==> src/rtl/hilo_commit.sv <==
// HI/LO commit unit: two-entry MEM/WB pipeline for mult/div and MTHI/MTLO results,
// newest-first forwarding to MFHI/MFLO. Define HILO_ACCUM_EN to honour MADD/MSUB accumulation.
module hilo_commit (
    input  logic        clk,
    input  logic        resetn,
    input  logic        EXE_Finish,
    input  logic [31:0] EXE_MULTDIVtoHI,
    input  logic [31:0] EXE_MULTDIVtoLO,
    input  logic [1:0]  EXE_MultiExtendOp,
    input  logic        EXE_MTHI,
    input  logic        EXE_MTLO,
    input  logic [31:0] EXE_BusA_L1,
    input  logic [1:0]  EXE_ReadHiLo,
    input  logic        MEM_Wr,
    input  logic        MEM_Flush,
    input  logic        HiLo_Not_Flush,
    output logic [31:0] HI,
    output logic [31:0] LO,
    output logic [31:0] EXE_HiLoRead,
    output logic        HiLo_Stall
);

    typedef struct packed {
        logic        valid;
        logic        hiwe;
        logic        lowe;
        logic [1:0]  acc;
        logic [31:0] hi;
        logic [31:0] lo;
    } entry_t;

    entry_t      cap, m_q, m_d, w_q, w_d;
    logic [31:0] hi_q, hi_d, lo_q, lo_d;
    logic [1:0]  acc_op;

`ifdef HILO_ACCUM_EN
    assign acc_op = (EXE_MultiExtendOp == 2'b11) ? 2'b00 : EXE_MultiExtendOp;
`else
    logic op_unused;
    assign op_unused = ^EXE_MultiExtendOp;
    assign acc_op    = 2'b00;
`endif

    always_comb begin
        cap = '0;
        if (EXE_Finish) begin
            cap.valid = 1'b1;
            cap.hiwe  = 1'b1;
            cap.lowe  = 1'b1;
            cap.acc   = acc_op;
            cap.hi    = EXE_MULTDIVtoHI;
            cap.lo    = EXE_MULTDIVtoLO;
        end else if (EXE_MTHI || EXE_MTLO) begin
            cap.valid = 1'b1;
            cap.hiwe  = EXE_MTHI;
            cap.lowe  = EXE_MTLO;
            cap.hi    = EXE_BusA_L1;
            cap.lo    = EXE_BusA_L1;
        end
    end

    // W is valid for exactly one cycle when the pipe stalls, so it commits once.
    always_comb begin
        m_d = MEM_Wr ? cap : m_q;
        if (MEM_Flush)
            m_d.valid = 1'b0;
        w_d       = w_q;
        w_d.valid = 1'b0;
        if (MEM_Wr)
            w_d = m_q;
    end

    always_comb begin
        hi_d = hi_q;
        lo_d = lo_q;
        if (w_q.valid && HiLo_Not_Flush) begin
`ifdef HILO_ACCUM_EN
            case (w_q.acc)
                2'b01:   {hi_d, lo_d} = {hi_q, lo_q} + {w_q.hi, w_q.lo};
                2'b10:   {hi_d, lo_d} = {hi_q, lo_q} - {w_q.hi, w_q.lo};
                default: begin
                    if (w_q.hiwe) hi_d = w_q.hi;
                    if (w_q.lowe) lo_d = w_q.lo;
                end
            endcase
`else
            if (w_q.hiwe) hi_d = w_q.hi;
            if (w_q.lowe) lo_d = w_q.lo;
`endif
        end
    end

    always_ff @(posedge clk) begin
        if (!resetn) begin
            m_q  <= '0;
            w_q  <= '0;
            hi_q <= '0;
            lo_q <= '0;
        end else begin
            m_q  <= m_d;
            w_q  <= w_d;
            hi_q <= hi_d;
            lo_q <= lo_d;
        end
    end

    logic       rd_hi, rd_lo, m_hit, w_hit, hit;
    logic [1:0] hit_acc;

    assign rd_hi = (EXE_ReadHiLo == 2'b01);
    assign rd_lo = (EXE_ReadHiLo == 2'b10);
    assign m_hit = m_q.valid && ((rd_hi && m_q.hiwe) || (rd_lo && m_q.lowe));
    assign w_hit = w_q.valid && ((rd_hi && w_q.hiwe) || (rd_lo && w_q.lowe));
    assign hit   = m_hit || w_hit;

    // Newest writer of the requested half wins; an accumulate writer has no value yet.
    always_comb begin
        EXE_HiLoRead = '0;
        hit_acc      = 2'b00;
        if (m_hit) begin
            hit_acc = m_q.acc;
            if (m_q.acc == 2'b00)
                EXE_HiLoRead = rd_hi ? m_q.hi : m_q.lo;
        end else if (w_hit) begin
            hit_acc = w_q.acc;
            if (w_q.acc == 2'b00)
                EXE_HiLoRead = rd_hi ? w_q.hi : w_q.lo;
        end else if (rd_hi) begin
            EXE_HiLoRead = hi_q;
        end else if (rd_lo) begin
            EXE_HiLoRead = lo_q;
        end
    end

`ifdef HILO_ACCUM_EN
    assign HiLo_Stall = hit && (hit_acc != 2'b00);
`else
    assign HiLo_Stall = 1'b0;
`endif

    assign HI = hi_q;
    assign LO = lo_q;

endmodule

==> config.mk <==
export PLATFORM = sky130hd
export DESIGN_NAME = hilo_commit
export DESIGN_NICKNAME = d
export VERILOG_FILES = /design/src/rtl/hilo_commit.sv
export SDC_FILE = /design/constraint.sdc
export NUM_CORES = 1
export LEC_CHECK = 0
export BUFFER_PORTS_ARGS = -buffer_cell sky130_fd_sc_hd__buf_4
export CORE_MARGIN = 2
export CORE_UTILIZATION = 40
export DETAILED_ROUTE_END_ITERATION = 8
export GPL_TIMING_DRIVEN = 1
export PLACE_DENSITY = 0.6
export SETUP_SLACK_MARGIN = 0.2
export SYNTH_ARGS = -nofsm -noshare
export SYNTH_HDL_FRONTEND = slang
export SYNTH_SLANG_ARGS = --single-unit
==> constraint.sdc <==
create_clock -name clk -period 3.85 [get_ports clk]
set_input_delay 0.1925 -clock clk [delete_from_list [all_inputs] [get_ports clk]]
set_output_delay 0.1925 -clock clk [all_outputs]
set_load 0.02 [all_outputs]
==> results of run 1 <==
## path summary, 6_finish.rpt
| kind | cells past startpoint | start | end |
|---|---|---|---|
| min | 3 | EXE_MULTDIVtoLO[28] | m_q[28]$_SDFFE_PN0P_ |
| min reg2reg | 2 | w_q[62]$_SDFFE_PN0P_ | HI[30]$_SDFFE_PN0P_ |
| max | 6 | w_q[68]$_SDFF_PN0_ | EXE_HiLoRead[10] |
| max reg2reg | 3 | w_q[68]$_SDFF_PN0_ | LO[7]$_SDFFE_PN0P_ |
## layout make-up
type	count	share of cell area [%]
sequential	198	35.8
timing repair buffer	210	14.6
inverter	1	0.0564
multi-input combinational	731	41.2
antenna	1	0.0226
clock inverter	13	1.31
clock buffer	19	3.91
tap	280	3.16
## worst min-delay path, cell delays in order
cell	delay, ns
buf_4	0.11
nand2_1	0.05
a21oi_1	0.06
## synthesized netlist by cell type, types with 2 or more instances
library cell,number
o21ai_0,65
nor2_1,72
dfxtp_1,198
nand2_1,192
mux2i_1,162
a22oi_1,33
clkbuf_1,62
a21boi_1,4
and3_1,3
buf_2,19
buf_4,2
nor2b_1,3
buf_6,4
mux2_1,26
a21oi_1,129
a21boi_0,28
mux2_2,6
nand3_1,2
## state kept, by name (all words and copies together) (netlist names)
register  count
LO           32
w_q          67
HI           32
m_q          67
## where the power goes
part / total, mW / leakage (nW) / switching [mW] / internal [mW]
clock network: 1.80 / 0.280 / 0.826 / 0.970
registers: 2.19 / 1.62 / 0.0614 / 2.13
logic: 0.408 / 2.48 / 0.218 / 0.190
## metal layers
layer	track usage [%]	vias to the layer above	wire length, um	share of wire, %
li1	-	3791	-	-
met1	29.4	3536	12300	49
met4	4.67	0	242	0.96
met5	0	-	0	0
met3	4.62	19	1240	4.9
met2	34.3	184	11500	46
## logic make-up after synthesis
group	Yosys count	share of synthesized area, %
compound gates	262	16.7
buf+inv	88	4.41
flops	198	44.7
mux	194	22.3
other cells	1	0.0422
simple gates	274	11.8
## stage by stage
step                      setup WS (ns)  instances
after global routing              0.886       1453
after global placement             1.13       1419
after CTS                         0.942       1452
after detailed placement           1.13       1419
final                             0.992       1453
after floorplan                    2.10       1017
==> flow_summary.toml, run 1 <==
[outcome]
status = "finished, final reports clean"

[drt]
drc = 0
via_count = 7530
via_per_inst = 5.18
dr.pass1.iters = 4
ant_nets = 0
drtIter0Drc = 503
wl_um = 25300
wl_per_cell_um = 17.4

[critical_path]
end_kind = "primary output"
critPathKind = "flop to primary output"
crit_path_frequent_cell = "buf_4"
arrival_ns = 2.67
path_cells = "and2_1, a32o_2, buf_4, mux2_2, mux2i_1, buf_4"
critPathLaunchType = "flop"
critPathMaxFanout = 20
cp_slowest_cell = "a32o_2"
crit_required_ns = 3.66
path_delay_family = "buffers and inverters"
path_buf_inv = 2
reg2reg_setup_slack_ns = 2.09
cpPeakStageDelay_ns = 0.46

[timing]
finalHoldViolCount = 0
tightest_slew_ns = 0.988
hold_ws_ns = 0.0168
fmaxAchievable_ghz = 0.350
rsz0062_at_grt = "no"
finalCritPeriodShare_pct = 74.2
finalSetupViolations = 0
period_needed_ns = 2.86
setup_tns_ns = 0
relSlewSlack_pct = 34.0
clock_skew_ns = 0.0121
slew_viol_final = 0

[final_layout]
final_cell_mix = "205 x buf_4, 198 x dfxtp_1, 192 x nand2_1"
layout_commonest_cell = "buf_4"
final_area_um2 = 11100
seqCellArea_um2 = 3960
drive_gt1_share_pct = 21.8
area.growth.synth_to_final_pct = 24.9
fill_cells = 2124
multi_input_area_um2 = 4560
final_nets = 1267
final_util_pct = 50.8

[clocking]
cts.sinks = 198
cts_buffers = 17
cts_tree = "built"
clk_latency_ns = 0.43
htree_levels = 4
cts-root-buf = "clkbuf_16"
holdBufCountCts = 1
path_clk_slew_ns = 0.08
post_cts_resized = 0
clk_path_buf_depth = 2
postCtsSetupRepairBufs = 0

[synthesis]
synth_nets = 1125
synth_edf_count = 0
async_reset_ff_share_pct = 0
ys.flop_type = "dfxtp_1"
synth_area_leaders = "dfxtp_1 45%, mux2i_1 18%, nand2_1 8.1%"
yosys_warnings = 0
synth_cells = 1017
synth_top_area_share_pct = 44.7
synth_area_leader_cell = "dfxtp_1"
syn-cell-area_um2 = 8880
yosysUniqueCellTypes = 25
synth-seq-cells = 198
avgSynthCellArea_um2 = 8.73
synth_seq_area_share_pct = 44.7

[floorplanning]
initial_core_util_pct = 40.7
die_area_um2 = 23400
die-height_um = 153
fp.coreArea_um2 = 21800
die_x_um = 153
fp-row-count = 54
ioPinCount = 205

[grt]
track_usage_pct = 21.3
grt_max_degree = 99
grt_pass1_vias = 7244
antenna_found_initial = 1
grt_overflow = 0
grt_pass1_wl_um = 40000

[pwr]
fin_total_pwr_mw = 4.39
leakagePower_nw = 4.38
p_per_area_nw_per_um2 = 396
vdd_drop_max_v = 0.000248

[run]
max-cap-violations = 0

[placement]
port_buffers = 201
gp_congestion = 0.747
dpl_cell_area_um2 = 10500
dpl.hpwl_um = 15300

[hold_path]
hold_class = "primary input to flop"
No activity file was read; power rests on OpenSTA's default activity.
==> inputs of run 2 (changes only) <==
==> constraint.sdc (replaced) <==
create_clock -name clk -period 2.95 [get_ports clk]
set_input_delay 0.1475 -clock clk [delete_from_list [all_inputs] [get_ports clk]]
set_output_delay 0.1475 -clock clk [all_outputs]
set_load 0.02 [all_outputs]
==> flow_summary.toml, run 2 (same netlist as run 1, synthesis figures left out) <==
[outcome]
status = "finished, final reports clean"

[pwr]
p_per_area_nw_per_um2 = 503
leakagePower_nw = 4.72
clock_power_share_pct = 41.7
swShare_pct = 23.5
fin_total_pwr_mw = 5.95
vdd_drop_max_v = 0.000344
comb_power_share_pct = 10.4
p_switching_mw = 1.40
p_seq_share_pct = 48.0
intPower_mw = 4.55

[floorplanning]
fp-row-count = 54
initial_core_util_pct = 40.7
die-height_um = 153
die_x_um = 153
ioPinCount = 205
fp.coreArea_um2 = 21800
die_area_um2 = 23400

[critical_path]
arrival_ns = 2.25
critPathLaunchType = "flop"
critPathMaxFanout = 20
crit_required_ns = 2.80
critPathKind = "flop to primary output"
end_kind = "primary output"

[drt]
wl_per_cell_um = 17.3
dr.pass1.iters = 5
drtIter0Drc = 382
via_per_inst = 5.20
ant_nets = 0
drc = 0
wl_um = 26400
via_count = 7919

[clocking]
post_cts_resized = 0
holdBufCountCts = 65
htree_levels = 4
cts_buffers = 17
clk_path_buf_depth = 2
clk_latency_ns = 0.42
cts_tree = "built"
cts-root-buf = "clkbuf_16"
postCtsSetupRepairBufs = 0
cts.sinks = 198
path_clk_slew_ns = 0.07

[timing]
setup_tns_ns = 0
tightest_slew_ns = 0.886
clock_skew_ns = 0.0113
fmaxAchievable_ghz = 0.417
slew_viol_final = 0
finalHoldViolCount = 0
finalSetupViolations = 0
rsz0062_at_grt = "no"
period_needed_ns = 2.40
finalCritPeriodShare_pct = 81.3
relSlewSlack_pct = 41.0

[grt]
grt_pass1_wl_um = 41400
track_usage_pct = 22.1
grt_max_degree = 97
antenna_found_initial = 0
grt_pass1_vias = 7658
grt_overflow = 0

[final_layout]
layout_commonest_cell = "buf_4"
final_util_pct = 54.3
final_cell_mix = "212 x buf_4, 198 x dfxtp_1, 192 x nand2_1"
drive_gt1_share_pct = 21.1
final_nets = 1339
reg_top3 = "m_q x67, w_q x67"
area.growth.synth_to_final_pct = 33.4

[placement]
port_buffers = 201
dpl.hpwl_um = 16000
gp_congestion = 0.772

[hold_path]
hold_class = "primary input to flop"

[run]
max-cap-violations = 0
-- run 2: per-stage QoR --
| step | instances | instance area (um2) | setup slack, ns | hold WS [ns] |
|---|---|---|---|---|
| 2_1_floorplan | 1017 | 8880 | 1.27 | 0.237 |
| 3_3_place_gp | 1427 | 10600 | 0.689 | 0.325 |
| 3_5_place_dp | 1427 | 10600 | 0.709 | 0.327 |
| 4_1_cts | 1522 | 11800 | 0.515 | 0.00103 |
| 5_1_grt | 1522 | 11800 | 0.432 | 0.0165 |
| 6_report | 1523 | 11800 | 0.551 | 0.0168 |
-- run 2: layout make-up --
class	count	area, um2
tap	280	350
antenna	1	2.50
fill	2033	9980
multi-input combinational	731	4560
clock inverter	10	168
clock buffer	20	457
inverter	1	6.26
sequential	198	3960
timing repair buffer	282	2330
-- run 2: worst paths after layout --
path,startpoint,end,slack [ns],depth (start not counted)
max,w_q[68]$_SDFF_PN0_,EXE_HiLoRead[0],0.55,6
min,EXE_BusA_L1[29],m_q[29]$_SDFFE_PN0P_,0.02,3
max reg2reg,w_q[68]$_SDFF_PN0_,LO[1]$_SDFFE_PN0P_,1.32,3
min reg2reg,w_q[7]$_SDFFE_PN0P_,LO[7]$_SDFFE_PN0P_,0.46,2
-- run 2: power groups by stage --
stage                     combinational, mW  sequential (mW)  clock, mW
after floorplan                       0.340             2.89          0
after detailed placement              0.547             2.92          0
after global placement                0.543             2.91          0
after global routing                  0.681             2.87       2.63
final                                 0.617             2.86       2.48
after CTS                             0.619             2.86       2.53
-- run 2: critical path, cell delays in order, from the launching register on --
cell,delay [ns]
dfxtp_1,0.42
and2_1,0.15
a32o_2,0.12
buf_4,0.37
mux2_1,0.36
mux2i_1,0.21
buf_4,0.19
-- run 2: per-layer routing --
layer | up-vias | share of wire (%) | GRT usage (%)
li1 | 3938 | - | -
met1 | 3747 | 47 | 29.7
met2 | 204 | 47 | 36.5
met3 | 30 | 4.6 | 3.66
met4 | 0 | 2.0 | 7.10
met5 | - | 0 | 0
